===== config.mk =====
export PLATFORM = sky130hd
export DESIGN_NAME = prod_sum_accum_seq
export DESIGN_NICKNAME = d
export VERILOG_FILES = /design/src/rtl/prod_sum_accum_pkg.sv /design/src/rtl/prod_sum_accum_seq_prod_sum.sv /design/src/rtl/prod_sum_accum_seq.sv
export SDC_FILE = /design/constraint.sdc
export NUM_CORES = 1
export LEC_CHECK = 0
export CORE_AREA = 2 2 86 88
export CTS_CLUSTER_SIZE = 20
export DETAILED_ROUTE_END_ITERATION = 8
export DIE_AREA = 0 0 88 90
export GPL_ROUTABILITY_DRIVEN = 1
export PLACE_DENSITY = 0.7
export SETUP_SLACK_MARGIN = 0.02
export SYNTH_ARGS = -nofsm -noshare
export SYNTH_HDL_FRONTEND = slang
export SYNTH_SLANG_ARGS = --single-unit

===== constraint.sdc =====
create_clock -name clk -period 7 [get_ports clk]
set_input_delay 1.4 -clock clk [delete_from_list [all_inputs] [get_ports clk]]
set_output_delay 1.4 -clock clk [all_outputs]
set_load 0.005 [all_outputs]

===== src/rtl/prod_sum_accum_pkg.sv =====
// ----------------------------------------------------------------------------
// prod_sum_accum_pkg
// Shared types and helpers for the prod_sum_accum_seq multiply-accumulate
// controller.
//   state_t     : controller state encoding (IDLE, ACCUM, DONE), 2 bits.
//   usat_limit  : largest unsigned value of a w-bit accumulator (2^w - 1).
//   smax_limit  : largest signed value of a w-bit accumulator (2^(w-1) - 1).
//   smin_limit  : smallest signed value of a w-bit accumulator (-2^(w-1)),
//                 returned in 64-bit two's complement; the caller truncates.
// The limit helpers let the top derive its saturation localparams from its
// own SUM_width parameter rather than from a fixed package constant.
// ----------------------------------------------------------------------------
package prod_sum_accum_pkg;

   typedef enum logic [1:0] {
      IDLE  = 2'd0,
      ACCUM = 2'd1,
      DONE  = 2'd2
   } state_t;

   function automatic logic [63:0] usat_limit(input int w);
      return (64'd1 << w) - 64'd1;
   endfunction

   function automatic logic [63:0] smax_limit(input int w);
      return (64'd1 << (w - 1)) - 64'd1;
   endfunction

   function automatic logic [63:0] smin_limit(input int w);
      return ~smax_limit(w);
   endfunction

endpackage


===== src/rtl/prod_sum_accum_seq_prod_sum.sv =====
// ----------------------------------------------------------------------------
// prod_sum_accum_seq_prod_sum
// Combinational single-term product-sum, functionally equivalent to a
// DW02_prod_sum1 instance: sum = a*b + c, all modulo 2^SUM_width.
//   a   in  A_width    operand A
//   b   in  B_width    operand B
//   c   in  SUM_width  addend (the accumulator)
//   tc  in  1          1 = two's-complement operands, 0 = unsigned
//   sum out SUM_width  a*b + c
// Extending both operands to SUM_width before multiplying gives the correctly
// sign/zero-extended product in the low SUM_width bits, since
// SUM_width >= A_width + B_width.
// ----------------------------------------------------------------------------
module prod_sum_accum_seq_prod_sum
   import prod_sum_accum_pkg::*;
#(
   parameter int A_width   = 5,
   parameter int B_width   = 5,
   parameter int SUM_width = 11
) (
   input  logic [A_width-1:0]   a,
   input  logic [B_width-1:0]   b,
   input  logic [SUM_width-1:0] c,
   input  logic                 tc,
   output logic [SUM_width-1:0] sum
);

   logic [SUM_width-1:0] a_ext;
   logic [SUM_width-1:0] b_ext;

   // Operand extension and product-sum.
   always_comb begin
      a_ext = {{(SUM_width-A_width){tc & a[A_width-1]}}, a};
      b_ext = {{(SUM_width-B_width){tc & b[B_width-1]}}, b};
      sum   = (a_ext * b_ext) + c;
   end

endmodule


===== src/rtl/prod_sum_accum_seq.sv =====
// ----------------------------------------------------------------------------
// prod_sum_accum_seq
// Sequential multiply-accumulate controller. After start it accepts len
// operand pairs over a valid/ready handshake, accumulating acc <= a*b + acc,
// then offers the final sum on a valid/ready result port.
//   clk        in   clock, rising edge
//   rst        in   synchronous active-high reset (aborts any operation)
//   start      in   begin accumulation (honoured only in IDLE)
//   len        in   number of terms, sampled with start
//   tc         in   1 = signed operands, sampled with start
//   in_valid   in   operand pair valid
//   in_ready   out  operand pair accepted (high throughout ACCUM)
//   in_a/in_b  in   operands
//   out_valid  out  result valid (DONE)
//   out_ready  in   consumer takes the result
//   out_sum    out  result, 0 outside DONE
//   busy       out  high in any state other than IDLE
// Optional build macro PROD_SUM_ACCUM_SAT_EN: the product-sum runs one bit
// wider and the accumulator saturates at the unsigned/signed range limits
// instead of wrapping.
// All outputs are registered, computed from the next-state values so they
// line up with the state register.
// ----------------------------------------------------------------------------
module prod_sum_accum_seq
   import prod_sum_accum_pkg::*;
#(
   parameter int A_width   = 5,
   parameter int B_width   = 5,
   parameter int SUM_width = 11,
   parameter int LEN_width = 8
) (
   input  logic                 clk,
   input  logic                 rst,
   input  logic                 start,
   input  logic [LEN_width-1:0] len,
   input  logic                 tc,
   input  logic                 in_valid,
   output logic                 in_ready,
   input  logic [A_width-1:0]   in_a,
   input  logic [B_width-1:0]   in_b,
   output logic                 out_valid,
   input  logic                 out_ready,
   output logic [SUM_width-1:0] out_sum,
   output logic                 busy
);

`ifdef PROD_SUM_ACCUM_SAT_EN
   localparam int DP_width = SUM_width + 1;
   localparam logic [SUM_width-1:0] USAT_MAX = SUM_width'(usat_limit(SUM_width));
   localparam logic [SUM_width-1:0] SSAT_MAX = SUM_width'(smax_limit(SUM_width));
   localparam logic [SUM_width-1:0] SSAT_MIN = SUM_width'(smin_limit(SUM_width));
`else
   localparam int DP_width = SUM_width;
`endif

   state_t               state;
   state_t               state_nx;
   logic [SUM_width-1:0] acc;
   logic [SUM_width-1:0] acc_nx;
   logic [LEN_width-1:0] count;
   logic [LEN_width-1:0] count_nx;
   logic                 tc_q;
   logic                 tc_nx;
   logic [DP_width-1:0]  dp_c;
   logic [DP_width-1:0]  dp_sum;
   logic [SUM_width-1:0] term_sum;

   prod_sum_accum_seq_prod_sum #(
      .A_width   (A_width),
      .B_width   (B_width),
      .SUM_width (DP_width)
   ) u_prod_sum (
      .a   (in_a),
      .b   (in_b),
      .c   (dp_c),
      .tc  (tc_q),
      .sum (dp_sum)
   );

`ifdef PROD_SUM_ACCUM_SAT_EN
   // Wide product-sum with clamping. The extra top bit catches unsigned
   // carry-out; in signed mode a disagreement of the top two bits means the
   // true sum left the SUM_width range, and the top bit tells which side.
   always_comb begin
      dp_c = {tc_q & acc[SUM_width-1], acc};
      if (!tc_q) begin
         if (dp_sum[SUM_width]) begin
            term_sum = USAT_MAX;
         end else begin
            term_sum = dp_sum[SUM_width-1:0];
         end
      end else if (dp_sum[SUM_width] != dp_sum[SUM_width-1]) begin
         if (dp_sum[SUM_width]) begin
            term_sum = SSAT_MIN;
         end else begin
            term_sum = SSAT_MAX;
         end
      end else begin
         term_sum = dp_sum[SUM_width-1:0];
      end
   end
`else
   // Wrap-around accumulation: the product-sum is already modulo 2^SUM_width.
   always_comb begin
      dp_c     = acc;
      term_sum = dp_sum;
   end
`endif

   // Next-state, accumulator and term-count logic.
   always_comb begin
      state_nx = state;
      acc_nx   = acc;
      count_nx = count;
      tc_nx    = tc_q;
      case (state)
         IDLE: begin
            if (start) begin
               acc_nx   = {SUM_width{1'b0}};
               count_nx = len;
               tc_nx    = tc;
               if (len != {LEN_width{1'b0}}) begin
                  state_nx = ACCUM;
               end else begin
                  state_nx = DONE;
               end
            end else begin
               state_nx = IDLE;
            end
         end
         ACCUM: begin
            // in_ready is high for the whole of ACCUM, so in_valid alone
            // marks an accepted pair.
            if (in_valid) begin
               acc_nx   = term_sum;
               count_nx = count - {{(LEN_width-1){1'b0}}, 1'b1};
               if (count == {{(LEN_width-1){1'b0}}, 1'b1}) begin
                  state_nx = DONE;
               end else begin
                  state_nx = ACCUM;
               end
            end else begin
               state_nx = ACCUM;
            end
         end
         DONE: begin
            // start is deliberately not looked at here, so a start that
            // coincides with the result handshake is dropped.
            if (out_ready) begin
               state_nx = IDLE;
            end else begin
               state_nx = DONE;
            end
         end
         default: begin
            state_nx = IDLE;
         end
      endcase
   end

   // State, datapath registers and registered outputs.
   always_ff @(posedge clk) begin
      if (rst) begin
         state     <= IDLE;
         acc       <= {SUM_width{1'b0}};
         count     <= {LEN_width{1'b0}};
         tc_q      <= 1'b0;
         in_ready  <= 1'b0;
         out_valid <= 1'b0;
         out_sum   <= {SUM_width{1'b0}};
         busy      <= 1'b0;
      end else begin
         state     <= state_nx;
         acc       <= acc_nx;
         count     <= count_nx;
         tc_q      <= tc_nx;
         in_ready  <= (state_nx == ACCUM);
         out_valid <= (state_nx == DONE);
         out_sum   <= (state_nx == DONE) ? acc_nx : {SUM_width{1'b0}};
         busy      <= (state_nx != IDLE);
      end
   end

endmodule


# Word level (Yosys, flattened, before mapping)
# Cells that the tools add are included.
word_totals:
  regBits: 36
  latch_bits: 0
  ram_bits: 0
  mem_bits_ro: 0
  inputBits: 24
  out_inout_bits: 14
  wordCells: 40
  n_memories: 0
op_classes:
  add_sub_neg: 2
  mul: 1
  div: 0
  n_lt_le_gt_ge: 0
  eq_ne: 7
  shifts: 0
  mux: 12
  bitwise: 3
  reduce_logical: 7
ops:
  columns: ["op", "n"]
  rows:
  - ["$mux W11", 2]
  - ["$pmux W11 S2", 1]
  - ["$mux W8", 2]
  - ["$pmux W8 S2", 1]
  - ["$add A11 B11 Y11", 1]
  - ["$mul A6 B6 Y11", 1]
  - ["$mux W2", 5]
  - ["$eq A8 B1 Y1 const B", 1]
  - ["$reduce_bool A8 Y1", 1]
  - ["$sub A8 B1 Y8 const B", 1]
  - ["$pmux W2 S3", 1]
  - ["$eq A2 B1 Y1 const B", 2]
  - ["$eq A2 B2 Y1 const B", 2]
  - ["$ne A2 B2 Y1 const B", 2]
  - ["$reduce_bool A2 Y1", 2]
  - ["$reduce_and A3 Y1", 1]
  - ["$and A1 B1 Y1", 2]
  - ["$logic_not A2 Y1", 1]
  - ["$reduce_and A2 Y1", 1]
  - ["$reduce_or A2 Y1", 1]
  - ["$not A1 Y1", 1]

# Longest topological paths before layout
depth:
  ltp_word: 7
  ltp_mapped: 18
  depth_no_buf: 17

# Modules after synthesis
# A second synthesis with hierarchy kept.
unflattened:
  cells_unflattened: 363
  area_unflattened_um2: 3309.4
by_module_without_submodules:
  columns: ["module", "instances", "cells_per_inst", "area_each_um2", "seq_area_each_um2"]
  rows:
  - ["prod_sum_accum_seq", 1, 182, 1711.6, 720.7]
  - ["prod_sum_accum_seq_prod_sum", 1, 181, 1597.8, 0.0]

# Worst setup path before layout
# No wires, ideal clock.
synth_timing:
  path_type: "input port to flip-flop"
  from: "input in_a[4]"
  to: "register acc[10]"
  setup_ns: 0.128
  t_arrival_ns: 5.524
  required_ns: 6.872
  setup_slack_ns: 1.348
  cell_stages: 17
  n_path_buf: 1
  path_cell_list: "clkbuf_1 and3_1 fa_1 inv_1 fa_1 inv_1 fa_1 inv_1 fa_1 inv_1 ha_1 or3_1 o22ai_1 a21oi_1 xnor3_1 a22o_1 nor2b_1"
synth_via:
  elab_chain_cells: 5
synth_rtl:
  columns: ["item", "line_no", "source"]
  rows:
  - ["start, declared", "prod_sum_accum_seq.sv:39", "input logic [A_width-1:0] in_a,"]
  - ["$and A1 B1 Y1", "prod_sum_accum_seq_prod_sum.sv:33", "a_ext = {{(SUM_width-A_width){tc & a[A_width-1]}}, a};"]
  - ["$mul A6 B6 Y11 *", "prod_sum_accum_seq_prod_sum.sv:35", "sum = (a_ext * b_ext) + c;"]
  - ["$add A11 B11 Y11 *", "prod_sum_accum_seq_prod_sum.sv:35", null]
  - ["$mux W11 *", "prod_sum_accum_seq.sv:134", "if (in_valid) begin"]
  - ["$pmux W11 S2 *", "prod_sum_accum_seq.sv:116", "case (state)"]
  - ["end signal, assigned", "prod_sum_accum_seq.sv:165", "acc <= {SUM_width{1'b0}};"]
  - ["end signal, assigned", "prod_sum_accum_seq.sv:174", "acc <= acc_nx;"]
  - ["end, declared", "prod_sum_accum_seq.sv:58", "logic [SUM_width-1:0] acc;"]
# Every way passes the cells marked *; elsewhere a longest branch is shown, timed or not.
# A chain may end at the register's enable or synchronous reset.

# Worst setup path after layout
# Ends and elaborated chain as after synthesis.

==> flow_summary.json <==
{
  "run_status": "finished, final reports clean",
  "route.detailed.vias_per_inst": 4.934,
  "io_buffer_count": 37,
  "timing.final.max_slew_violations": 0,
  "cp-end-kind": "flip-flop",
  "num_io_pins": 38,
  "pwr-share-clk_pct": 22.2,
  "synthArstFlopShare_pct": 0,
  "worst_clk_skew_ns": 0.006981,
  "clock_tree.htree_level_count": 2,
  "most-common-layout-cells": "inv_1 (60), clkdlybuf4s50_1 (37), dfxtp_1 (36)",
  "clk_pin_slew_ns": 0.07,
  "most_used_flip_flop_cell_after_synthesis": "dfxtp_1",
  "grt_antenna_before_repair": 0,
  "powerDensity_nw_per_um2": 188.1,
  "detailedRoute.firstIterationViolations": 72,
  "num_vias": 2378,
  "p_int_mw": 0.4298,
  "final_nets": 464,
  "timing.final.ws_setup_ns": 0.9627,
  "clockRootBuffer": "clkbuf_8",
  "timing.max_slew.rel_slack_pct": 41.40,
  "design_power_total_mw": 0.6777,
  "rsz0062_at_grt": "no",
  "final_core_utilization_pct": 51.31,
  "synth_enable_flop_cells": 0,
  "sw_share_pct": 36.58,
  "drt-pass1-iter-count": 4,
  "whs_path_depth": 2,
  "cts-resized-gates": 0,
  "tritoncts": "built",
  "fp.dieArea_um2": 7920,
  "design.core.area_um2": 7020,
  "ir_drop_uv": 126.5,
  "worst_pin_slew_ns": 0.8762,
  "num_rows": 31,
  "gr-usage-all-layers_pct": 16.71,
  "post_route_cells_drive_above_1_share_pct": 3.655,
  "gp_routability_congestion": 0.9177,
  "cts_inserted_buffers": 5,
  "worst_ep_required_time_ns": 7.14,
  "clock-sinks": 36,
  "area.growth.synth_to_final_pct": 17.56,
  "critPathArrivalTime_ns": 6.18,
  "ctsLongestPathBuffers": 2,
  "synth-seq-area-share_pct": 23.52,
  "clock_latency_ns": 0.29,
  "final-setup-viol-count": 0,
  "antenna_cells": 0,
  "dieWidth_um": 88,
  "cts_post_setup_buffers_inserted": 0,
  "wl_per_cell_um": 12.72,
  "maxClockFrequency_ghz": 0.1656,
  "layout_min_cycle_time_ns": 6.037,
  "postRouteWirelength_mm": 6.130,
  "drtAntennaViolNets": 0,
  "synth_fp_nets": 430,
  "ys.warnings.count": 0,
  "worst-r2r-cell-count": 15,
  "pwr-share-comb_pct": 43.9,
  "setup_tns_ns": 0,
  "min_period_over_period_pct": 86.25,
  "dp_worst_setup_slack_ns": 0.6670,
  "grt_first_pass_wirelength_mm": 10.57,
  "timing.critical_path.fanout_max": 11,
  "timing.max_cap.violations": 0,
  "timing_hold_violations_final": 0,
  "post_synth_instance_area_um2": 3064,
  "vias_in_the_first_global_route": 2355,
  "synth.ff_latch_count": 36,
  "die_h_um": 90,
  "detailed_place_hpwl_mm": 4.960,
  "grt_max_degree": 24,
  "synthesis.area_per_instance_um2": 8.805,
  "mostFrequentLayoutCell": "inv_1",
  "ys_types": 48,
  "syn_inst": 348,
  "hold_path.class": "reg2reg",
  "worst_hold_slack_ns": 0.5388,
  "timing.critical_path.from_type": "input port",
  "power_switching_mw": 0.2479,
  "power.static_leakage_nw": 1.664,
  "post-route-drc-count": 0,
  "pwr-share-seq_pct": 33.8,
  "grt-ovfl-total": 0,
  "initial_utilization_pct": 43.65,
  "cts-hold-fix-buffers": 0,
  "setup.worst_path.class": "in2reg"
}
-- flip-flops by register name, summed over array words and instances, names as in the netlist --
name and flops:
acc 11, out_sum 11, count 8, state 2
busy 1, in_ready 1, out_valid 1, tc_q 1
-- cells in the mapped netlist, types with 2 or more instances --
cell | number | area share, %
inv_1 | 60 | 7.4
dfxtp_1 | 36 | 24
fa_1 | 31 | 20
nor2_1 | 29 | 3.6
ha_1 | 27 | 11
nand2_1 | 26 | 3.2
and2_1 | 15 | 3.1
a21oi_1 | 14 | 2.3
o21ai_0 | 10 | 1.6
xnor2_1 | 9 | 2.6
a22oi_1 | 7 | 1.7
clkbuf_1 | 7 | 0.86
nor2b_1 | 7 | 1.4
nand2b_1 | 5 | 1.0
nor3_1 | 5 | 0.82
nor4_1 | 5 | 1.0
a21o_1 | 4 | 0.98
and3_1 | 4 | 0.82
nand3_1 | 4 | 0.65
a211oi_1 | 3 | 0.73
a41oi_1 | 3 | 0.86
and2b_1 | 3 | 0.73
a21oi_2 | 2 | 0.57
a221oi_1 | 2 | 0.57
a22o_1 | 2 | 0.57
a2bb2oi_1 | 2 | 0.57
o21a_1 | 2 | 0.49
o22ai_1 | 2 | 0.41
or2_2 | 2 | 0.41
xor2_1 | 2 | 0.57
-- per-stage QoR --
stage,area [µm²],std cells
2_1_floorplan,3064,348
3_3_place_gp,3512,474
3_5_place_dp,3512,474
4_1_cts,3602,482
5_1_grt,3602,482
6_report,3602,482
-- layer usage --
metal / track usage (%) / routed length (µm) / share of wire, %
met1: 22.30 / 2830 / 46
met2: 27.59 / 2990 / 49
met3: 3.673 / 227 / 3.7
met4: 3.590 / 81 / 1.3
met5: 0 / 0 / 0
-- cell type report --
class,instances,area [µm²]
repair buffers,37,370.4
fillers,670,3418
inverters,60,225.2
well taps,99,123.9
multi-input cells,242,2072
flip-flops and latches,36,720.7
clock buffers,8,90.09
-- path summary, 6_finish.rpt --
kind	from	end	slack, ns
max reg2reg	tc_q$_SDFFE_PP0P_	acc[10]$_SDFF_PP0_	2.25
min reg2reg	acc[0]$_SDFF_PP0_	out_sum[0]$_SDFF_PP0_	0.54
max	in_a[4]	acc[10]$_SDFF_PP0_	0.96
min	acc[0]$_SDFF_PP0_	out_sum[0]$_SDFF_PP0_	0.54
-- critical path, cell delays in order --
cell	delay [ns]
clkdlybuf4s50_1	0.55
and3_1	0.32
fa_1	0.54
inv_1	0.12
fa_1	0.54
inv_1	0.06
fa_1	0.53
inv_1	0.06
fa_1	0.53
inv_1	0.04
ha_1	0.26
or3_1	0.36
o22ai_1	0.11
a21oi_1	0.06
xnor3_1	0.35
a22o_1	0.21
nor2b_1	0.12
-- cells by family after synthesis --
family                   synth area share [%]
AND/OR/NAND/NOR                         18.74
XOR/XNOR                                3.879
flip-flops                              23.52
adder cells (fa/ha/maj)                 31.28
AO/OA/AOI/OAI                           13.72
buffers and inverters                   8.861
-- power by group through the flow --
| stage | Clock (mW) | Sequential, mW | Combinational [mW] |
|---|---|---|---|
| after floorplan | 0 | 0.230 | 0.228 |
| after global placement | 0 | 0.234 | 0.293 |
| after detailed placement | 0 | 0.234 | 0.298 |
| after CTS | 0.155 | 0.229 | 0.301 |
| after global routing | 0.164 | 0.231 | 0.342 |
| final | 0.151 | 0.229 | 0.298 |
Power figures use the tool's default switching activity.
